$ cat config.mk
export PLATFORM = sky130hd
export DESIGN_NAME = circuito_jogo_base
export DESIGN_NICKNAME = d
export VERILOG_FILES = /design/src/rtl/circuito_jogo_base.sv
export SDC_FILE = /design/constraint.sdc
export NUM_CORES = 1
export LEC_CHECK = 0
export ABC_AREA = 1
export BUFFER_PORTS_ARGS = -buffer_cell sky130_fd_sc_hd__buf_2
export CORE_ASPECT_RATIO = 0.75
export CORE_MARGIN = 4
export CORE_UTILIZATION = 58
export DETAILED_ROUTE_END_ITERATION = 8
export GPL_TIMING_DRIVEN = 0
export HOLD_SLACK_MARGIN = 0.08
export PLACE_DENSITY_LB_ADDON = 0.12
export SETUP_SLACK_MARGIN = 0.02
export SYNTH_ARGS = -nofsm -noshare
export SYNTH_HDL_FRONTEND = slang
export SYNTH_SLANG_ARGS = --single-unit
$ cat constraint.sdc
create_clock -name clock -period 5.1 [get_ports clock]
set_input_delay 0.51 -clock clock [delete_from_list [all_inputs] [get_ports clock]]
set_output_delay 0.51 -clock clock [all_outputs]
set_load 0.03 [all_outputs]
$ cat src/rtl/circuito_jogo_base.sv
// Base memory game: the player repeats 16 fixed one-hot moves from an internal ROM.
// Contains the control FSM, edge detector, move register, address counter, ROM, comparator and 7-seg debug.
module circuito_jogo_base (
    input  logic       clock,
    input  logic       reset,
    input  logic       iniciar,
    input  logic [3:0] chaves,
    output logic       acertou,
    output logic       errou,
    output logic       pronto,
    output logic [3:0] leds,
    output logic       db_igual,
    output logic [6:0] db_contagem,
    output logic [6:0] db_memoria,
    output logic [6:0] db_estado,
    output logic [6:0] db_jogadafeita,
    output logic       db_clock,
    output logic       db_iniciar,
    output logic       db_tem_jogada
);

    // Encodings double as the state code shown on db_estado.
    typedef enum logic [3:0] {
        INICIAL     = 4'h0,
        PREPARACAO  = 4'h1,
        ESPERA      = 4'h2,
        REGISTRA    = 4'h4,
        COMPARA     = 4'h5,
        PROXIMA     = 4'h6,
        FIM_ACERTOU = 4'hA,
        FIM_ERROU   = 4'hE
    } estado_t;

    estado_t    estado;
    logic [3:0] endereco;
    logic [3:0] jogada_reg;
    logic [3:0] memoria;
    logic       tem_jogada;
    logic       tem_jogada_q;
    logic       jogada;

    // Active-low gfedcba segments for hex digits 0-F.
    function automatic logic [6:0] hex7(input logic [3:0] v);
        case (v)
            4'h0: hex7 = 7'h40;
            4'h1: hex7 = 7'h79;
            4'h2: hex7 = 7'h24;
            4'h3: hex7 = 7'h30;
            4'h4: hex7 = 7'h19;
            4'h5: hex7 = 7'h12;
            4'h6: hex7 = 7'h02;
            4'h7: hex7 = 7'h78;
            4'h8: hex7 = 7'h00;
            4'h9: hex7 = 7'h10;
            4'hA: hex7 = 7'h08;
            4'hB: hex7 = 7'h03;
            4'hC: hex7 = 7'h46;
            4'hD: hex7 = 7'h21;
            4'hE: hex7 = 7'h06;
            default: hex7 = 7'h0E;
        endcase
    endfunction

    always_comb begin
        // NOTE: a default on every path keeps this purely combinational (no latch).
        memoria = 4'h0;
        case (endereco)
            4'h0: memoria = 4'h1;
            4'h1: memoria = 4'h2;
            4'h2: memoria = 4'h4;
            4'h3: memoria = 4'h8;
            4'h4: memoria = 4'h4;
            4'h5: memoria = 4'h2;
            4'h6: memoria = 4'h1;
            4'h7: memoria = 4'h1;
            4'h8: memoria = 4'h2;
            4'h9: memoria = 4'h2;
            4'hA: memoria = 4'h4;
            4'hB: memoria = 4'h4;
            4'hC: memoria = 4'h8;
            4'hD: memoria = 4'h8;
            4'hE: memoria = 4'h1;
            4'hF: memoria = 4'h4;
            default: memoria = 4'h0;
        endcase
    end

    assign tem_jogada = |chaves;
    assign jogada     = tem_jogada & ~tem_jogada_q;
    assign db_igual   = (jogada_reg == memoria);

    // Flags are set together with the transition into FIM_*, so they match a Moore decode.
    always_ff @(posedge clock or negedge reset) begin
        if (!reset) begin
            estado       <= INICIAL;
            endereco     <= 4'h0;
            jogada_reg   <= 4'h0;
            tem_jogada_q <= 1'b0;
            acertou      <= 1'b0;
            errou        <= 1'b0;
            pronto       <= 1'b0;
        end else begin
            // NOTE: non-blocking updates so every register sees pre-edge values.
            tem_jogada_q <= tem_jogada;
            acertou      <= 1'b0;
            errou        <= 1'b0;
            pronto       <= 1'b0;
            case (estado)
                INICIAL: if (iniciar) estado <= PREPARACAO;
                PREPARACAO: begin
                    endereco   <= 4'h0;
                    jogada_reg <= 4'h0;
                    estado     <= ESPERA;
                end
                ESPERA: if (jogada) estado <= REGISTRA;
                REGISTRA: begin
                    jogada_reg <= chaves;
                    estado     <= COMPARA;
                end
                COMPARA: begin
                    if (!db_igual) begin
                        estado <= FIM_ERROU;
                        errou  <= 1'b1;
                        pronto <= 1'b1;
                    end else if (endereco == 4'hF) begin
                        estado  <= FIM_ACERTOU;
                        acertou <= 1'b1;
                        pronto  <= 1'b1;
                    end else begin
                        estado <= PROXIMA;
                    end
                end
                PROXIMA: begin
                    endereco <= endereco + 4'd1;
                    estado   <= ESPERA;
                end
                FIM_ACERTOU: begin
                    if (iniciar) estado <= PREPARACAO;
                    else begin
                        acertou <= 1'b1;
                        pronto  <= 1'b1;
                    end
                end
                FIM_ERROU: begin
                    if (iniciar) estado <= PREPARACAO;
                    else begin
                        errou  <= 1'b1;
                        pronto <= 1'b1;
                    end
                end
                default: estado <= INICIAL;
            endcase
        end
    end

    assign leds           = jogada_reg;
    assign db_contagem    = hex7(endereco);
    assign db_memoria     = hex7(memoria);
    assign db_estado      = hex7(estado);
    assign db_jogadafeita = hex7(jogada_reg);
    assign db_clock       = clock;
    assign db_iniciar     = iniciar;
    assign db_tem_jogada  = jogada;

endmodule

# After elaboration in Yosys (flattened, before gate mapping)

Memories as Yosys holds them, arrays and structs flattened.
Index checks and enable logic that the tools add are counted.

Mux-type cells: 15
Reductions and logical operators: 8
Bitwise gates (word level): 2
$add $sub $neg: 1
Equal/unequal tests: 11

Operator list:

| cell                                                                  | number |
|---|---|
| 4-bit one-hot mux with 5 select lines                                 | 1 |
| 4-bit two-way mux                                                     | 4 |
| 4-bit one-hot mux with 2 select lines                                 | 2 |
| 4-bit by 3-bit equality test with 1-bit output, second input constant | 3 |
| 4-bit equality test, second input constant                            | 3 |
| 1-bit one-hot mux with 2 select lines                                 | 3 |
| 1-bit two-way mux                                                     | 5 |
| 4-bit by 1-bit adder with 4-bit output, second input constant         | 1 |
| 4-bit by 1-bit equality test with 1-bit output, second input constant | 1 |
| 4-bit by 2-bit equality test with 1-bit output, second input constant | 1 |
| 4-bit equality test                                                   | 1 |
| 4-bit logical NOT                                                     | 1 |
| 2-bit nonzero test                                                    | 2 |
| 2-bit OR reduction                                                    | 2 |
| 4-bit OR reduction                                                    | 1 |
| 3-bit OR reduction                                                    | 1 |
| 2-bit by 1-bit != test with 1-bit output, second input constant       | 1 |
| 2-bit != test, second input constant                                  | 1 |
| 2-bit AND reduction                                                   | 1 |
| 1-bit AND                                                             | 1 |
| 1-bit inverter                                                        | 1 |

ROM bits: 512
Memories: 5
Logic and storage cells: 49
Bits in registers: 16

Memories:

| name            | depth | width | rd ports | clocked after Yosys merged registers in | wr ports | RTL line | source |
|---|---|---|---|---|---|---|---|
| (no name shown) | 16    | 7     | 1        | 0                                       | 0        | 44       | `case (v)` |
| (no name shown) | 16    | 7     | 1        | 0                                       | 0        | 44       |  |
| (no name shown) | 16    | 7     | 1        | 0                                       | 0        | 44       |  |
| (no name shown) | 16    | 7     | 1        | 0                                       | 0        | 44       |  |
| (no name shown) | 16    | 4     | 1        | 0                                       | 0        | 67       | `case (endereco)` |

# Depth between registers and ports, before layout

Gate-level depths: netlist of run 1.

Depth in word-level cells: 4
Mapped depth: 14

==> results of run 1 <==
-- Yosys cell counts --
library cell,count
a31oi_1,2
nand4_1,1
o2bb2ai_1,1
nand2_1,78
buf_4,3
inv_2,2
nand3_1,18
o21ai_0,18
dfrtp_1,16
nor3_1,1
inv_1,37
o21ai_4,1
o21a_1,1
ha_1,26
nor2b_1,1
nor2_2,1
o31ai_1,2
a2111o_1,1
o211ai_1,6
o22ai_1,8
o221ai_1,3
clkinv_1,1
nor2_1,16
inv_4,1
clkbuf_1,2
buf_6,1
a21oi_1,14
nand2_2,5
-- stage by stage --
| step | setup WS (ns) | instances | power (W) | instance area (um^2) | utilization [%] |
|---|---|---|---|---|---|
| 3_5_place_dp | 1.77 | 350 | 0.00121 | 2050 | 69.7 |
| 6_report | 1.54 | 358 | 0.00139 | 2150 | 73.4 |
| 3_3_place_gp | 1.77 | 350 | 0.00120 | 2050 | 69.7 |
| 5_1_grt | 1.51 | 358 | 0.00152 | 2150 | 73.4 |
| 2_1_floorplan | 1.90 | 267 | 0.000963 | 1770 | - |
| 4_1_cts | 1.54 | 358 | 0.00139 | 2150 | 73.4 |
-- power by group through the flow --
stage          logic (W)  registers, W  clock network [W]
5_1_grt          0.00108      0.000217           0.000222
3_5_place_dp    0.000968      0.000211          0.0000352
2_1_floorplan   0.000702      0.000231          0.0000294
4_1_cts         0.000973      0.000208           0.000210
6_report        0.000976      0.000209           0.000206
3_3_place_gp    0.000953      0.000210          0.0000352
-- critical path: stages --
cell	delay (ns)
clkbuf_8	0.11
clkbuf_8	0.11
buf_4	0.11
buf_2	0.16
-- final cells by class --
class | instances | area share (%)
Buffer | 6 | 1.92
Clock buffer | 8 | 4.71
Inverter | 41 | 7.26
Multi-Input combinational cell | 204 | 54.6
Sequential cell | 16 | 18.6
Tap cell | 38 | 2.21
Timing Repair Buffer | 45 | 10.7
-- state kept, by name, summed over array words and instances (netlist names) --
signal	cells
acertou	1
endereco	4
errou	1
estado	4
leds	4
pronto	1
tem_jogada_q	1
-- cell usage in the layout, fill, tap and decap left out, types with 2 or more instances in the layout --
cell type / netlist / layout
buf_2: 0 / 45
o22ai_1: 8 / 8
o221ai_1: 3 / 3
buf_4: 3 / 3
o21ai_0: 18 / 18
o31ai_1: 2 / 2
nand3_1: 18 / 18
inv_2: 2 / 2
clkbuf_8: 0 / 7
nand2_2: 5 / 5
dfrtp_1: 16 / 16
nor2_1: 16 / 16
a21oi_1: 14 / 14
nand2_1: 78 / 78
o211ai_1: 6 / 6
ha_1: 26 / 26
clkbuf_1: 2 / 2
inv_1: 37 / 37
a31oi_1: 2 / 2
-- final timing paths --
kind	to	slack [ns]	depth (start not counted)
setup / recovery	db_clock	1.54	4
hold / removal	tem_jogada_q	0.39	3
setup reg to reg	estado[2]	3.12	13
hold reg to reg	endereco[3]	0.59	2
max in group asynchronous	leds[2]	4.27	2
min in group asynchronous	tem_jogada_q	0.58	2
-- routing by layer --
layer  GRT usage (%)  up-vias  routed length [um]
met1            32.3      854                2080
met4            5.63        0                   6
met2            34.2       58                1980
met5               0        -                   0
li1                -      980                   -
met3            5.60        2                 259
-- cells by family (layout without fill, tap and decap cells) --
family | after synthesis | in the layout | share of synthesized area (%)
and+or+nand+nor | 121 | 121 | 28.1
AOI/OAI and AO/OA | 57 | 57 | 19.9
buffers and inverters | 47 | 100 | 11.1
adders and majority gates | 26 | 26 | 18.3
DFF | 16 | 16 | 22.6
==> reports/results.tsv, run 1 <==
metric	value	unit
first_global_vias	1760	
p_seq_share	15.0	%
multi_input_area	1180	um^2
first_pass_iters	4	
clock_latency	0.36	ns
ant_nets	0	
drc	0	
die-area	4020	um^2
fp.dieH	55.9	um
arrival	3.05	ns
num_vias	1894	
io_pins	46	
wl_per_cell	12.1	um
syn_to_final_growth	21.4	%
critPathCaptureType	output port	
pwr-share-clk	14.8	%
fillers	252	
drtIter0Drc	99	
grt_usage	22.7	%
syn_avg_cell_area	6.64	um^2
start_kind	clock port	
synth_top_area_share	22.6	%
yosysTopAreaCell	dfrtp_1	
syn_area	1770	um^2
maxCapViolCount	0	
start_util	60.4	%
nets	354	
reg2reg_from	endereco[1]	
tns	0	ns
power.switching	0.000813	W
rsz0062_at_grt	no	
power_density	646	nW/um^2
die-width	71.9	um
crit_path_start	clock	
worstHoldPathType	input port to register	
p_int	0.000578	W
swShare	58.4	%
grt_pass1_wl	7520	um
core	2940	um^2
path_class	clock port to output port	
leakagePower	1.25	nW
hold_ws	0.392	ns
postSynthCellCount	267	
routabilityCongestion	0.963	
status	complete, no violations	
skew	0.00321	ns
antennaDiodeCount	0	
grt_overflow	0	
final-setup-viol-count	0	
pwr-share-comb	70.2	%
worst_pin_slew	0.383	ns
vdd_drop_max	0.482	mV
dp_hpwl	3380	um
hold_violations	0	
path_max_fanout	2	
required	4.59	ns
register_area	400	um^2
synth_cell_types	28	
cts_resized	0	
avgViaCountPerCell	5.29	
antenna_found_initial	0	
ys_warn_count	0	
grt_max_degree	17	
yosysSeqAreaShare	22.6	%
drt-total-wl	4330	um
ys_ff_latch	16	
synth_fp_nets	300	
cts_tree	built	
path_clk_slew	0.06	ns
max_slew_margin	74.5	%
cts_hold_buf	1	
hold_start	chaves[2]	
maxSlewViolCount	0	
port_buffers	45	
post-cts-setup-buffer-count	0	
drive_gt1_share	20.6	%
rows	17	
synthTopCellsByArea	dfrtp_1 23%, ha_1 18%, nand2_1 17%	
Power figures use the tool's default switching activity.
==> run 2: changes to the inputs <==
--- a/config.mk
+++ b/config.mk
@@ -9,7 +9,7 @@
 export BUFFER_PORTS_ARGS = -buffer_cell sky130_fd_sc_hd__buf_2
 export CORE_ASPECT_RATIO = 0.75
 export CORE_MARGIN = 4
-export CORE_UTILIZATION = 58
+export CORE_UTILIZATION = 48
 export DETAILED_ROUTE_END_ITERATION = 8
 export GPL_TIMING_DRIVEN = 0
 export HOLD_SLACK_MARGIN = 0.08
==> constraint.sdc (replaced) <==
create_clock -name clock -period 3.1 [get_ports clock]
set_input_delay 0.31 -clock clock [delete_from_list [all_inputs] [get_ports clock]]
set_output_delay 0.31 -clock clock [all_outputs]
set_load 0.03 [all_outputs]
==> reports/results.tsv, run 2 (synthesis gave the netlist of run 1 again) <==
metric	value	unit	change
die-area	4740	um^2	+18%
start_kind	register		
place_area	2060	um^2	+0.73%
arrival	2.45	ns	-0.60 ns
highest_layer	met4		
first_pass_iters	4		unchanged
grt_pass1_wl	7290	um	-3.1%
first_global_vias	1711		-2.8%
dr_wl_met2	1920	um	-3.2%
hold_ws	0.184	ns	-0.207 ns
avgViaCountPerCell	5.11		-3.4%
drive_gt1_share	20.9	%	+0.31 points
skew	0.00237	ns	-0.000840 ns
min_to	tem_jogada_q		
fp.dieH	60.7	um	+8.5%
core	3420	um^2	+17%
wl_per_cell	11.9	um	-1.3%
timing.final.crit_share	88.9	%	
wl_met1	2160	um	+3.8%
path_class	register to output port		
leakagePower	1.25	nW	-0.13%
io_pins	46		unchanged
grt_usage	19.6	%	-3.0 points
regToRegSetupSlack	1.21	ns	-1.91 ns
clock_latency	0.35	ns	about the same
dp_hpwl	3470	um	+2.8%
antennaDiodeCount	0		unchanged
worst_pin_slew	0.384	ns	+0.00102 ns
critPathCaptureType	output port		
start_util	51.8	%	-8.6 points
drc	0		unchanged
reg2reg_to	estado[3]		
fmax	363	MHz	
num_vias	1890		-0.21%
nets	354		unchanged
syn_to_final_growth	22.3	%	
post-cts-setup-buffer-count	0		unchanged
status	complete, no violations		
design_area	2170	um^2	+0.76%
dp_slack	0.621	ns	-1.15 ns
rows	18		+1
vdd_drop_max	0.629	mV	+30%
drt-total-wl	4420	um	+2.0%
port_buffers	45		unchanged
antenna_found_initial	0		unchanged
rsz0062_at_grt	no		
reg2reg_from	endereco[1]		
hold_depth	3		unchanged
max_slew_margin	74.4	%	about the same
required	2.79	ns	-1.80 ns
routabilityCongestion	0.806		-16%
maxSlewViolCount	0		unchanged
fin_ws	0.344	ns	-1.20 ns
final_cell_mix	78 x nand2_1, 45 x buf_2, 37 x inv_1		
final-setup-viol-count	0		unchanged
crit_path_start	endereco[0]		
final_common_cell	nand2_1		
path_clk_slew	0.06	ns	about the same
routed-wl-met3	291	um	+12%
cts_tree	built		
tns	0	ns	unchanged
maxCapViolCount	0		unchanged
grt_overflow	0		unchanged
min_period	2.76	ns	
worstHoldPathType	input port to register		
ant_nets	0		unchanged
drtIter0Drc	86		-13%
hold_start	chaves[2]		
worstRegToRegCells	13		unchanged
grt_max_degree	17		unchanged
fin_cells	370		+3.4%
path_max_fanout	7		+5
power_density	1060	nW/um^2	+63%
dp.cells	362		+3.4%
die-width	78.2	um	+8.8%
hold_violations	0		unchanged
[run 2: cell counts in the layout (fill, tap and decap cells not counted)]
Identical to the previous run, type by type.
[run 2: area by class of cell]
| class | instances | area (um^2) |
|---|---|---|
| Sequential cell | 16 | 402 |
| Buffer | 6 | 41.3 |
| Inverter | 41 | 156 |
| Timing Repair Buffer | 45 | 230 |
| Multi-Input combinational cell | 204 | 1180 |
| Clock buffer | 8 | 101 |
| Tap cell | 50 | 62.6 |
| Fill cell | 342 | 1250 |
[run 2: metal layers]
layer / track usage, % / vias up
met2: 30.0 / 56
met3: 4.01 / 5
met1: 27.0 / 852
met4: 9.23 / 0
li1: - / 977
met5: 0 / -
[run 2: timing repair]
| item | CTS | global route |
|---|---|---|
| endpoints found under the setup margin | 0 | 1 |
| hold buffers | 1 | 0 |
| resized for setup | 0 | 1 |
| hold endpoints to repair | 16 | 0 |
[run 2: report_power, final]
group,internal (W),switching [W],leakage (nW),total (W)
Clock,0.000219,0.000124,0.0591,0.000343
Sequential,0.000265,0.0000820,0.209,0.000347
Combinational,0.000466,0.00113,0.982,0.00160
Total,0.000951,0.00134,1.25,0.00229
[run 2: worst max path at each step]
stage,slack (ns),to
final,0.34,db_memoria[1]
after CTS,0.24,db_memoria[1]
after global routing,0.11,db_memoria[1]
after detailed placement,0.62,db_memoria[1]
after floorplan,0.51,db_memoria[1]
after global placement,0.62,db_memoria[1]
[run 2: worst max-delay path, cell delays in order, from the launching register on]
cell and delay [ns]:
dfrtp_1 0.46, inv_1 0.19, ha_1 0.25, nand3_1 0.11
nand2_1 0.16, inv_1 0.13, ha_1 0.34, o31ai_1 0.22
buf_2 0.23
[run 2: metrics by stage]
step,utilization [%],total power (W)
after global routing,63.4,0.00250
after detailed placement,60.2,0.00200
after floorplan,-,0.00158
after CTS,63.3,0.00230
after global placement,60.2,0.00199
final,63.4,0.00229
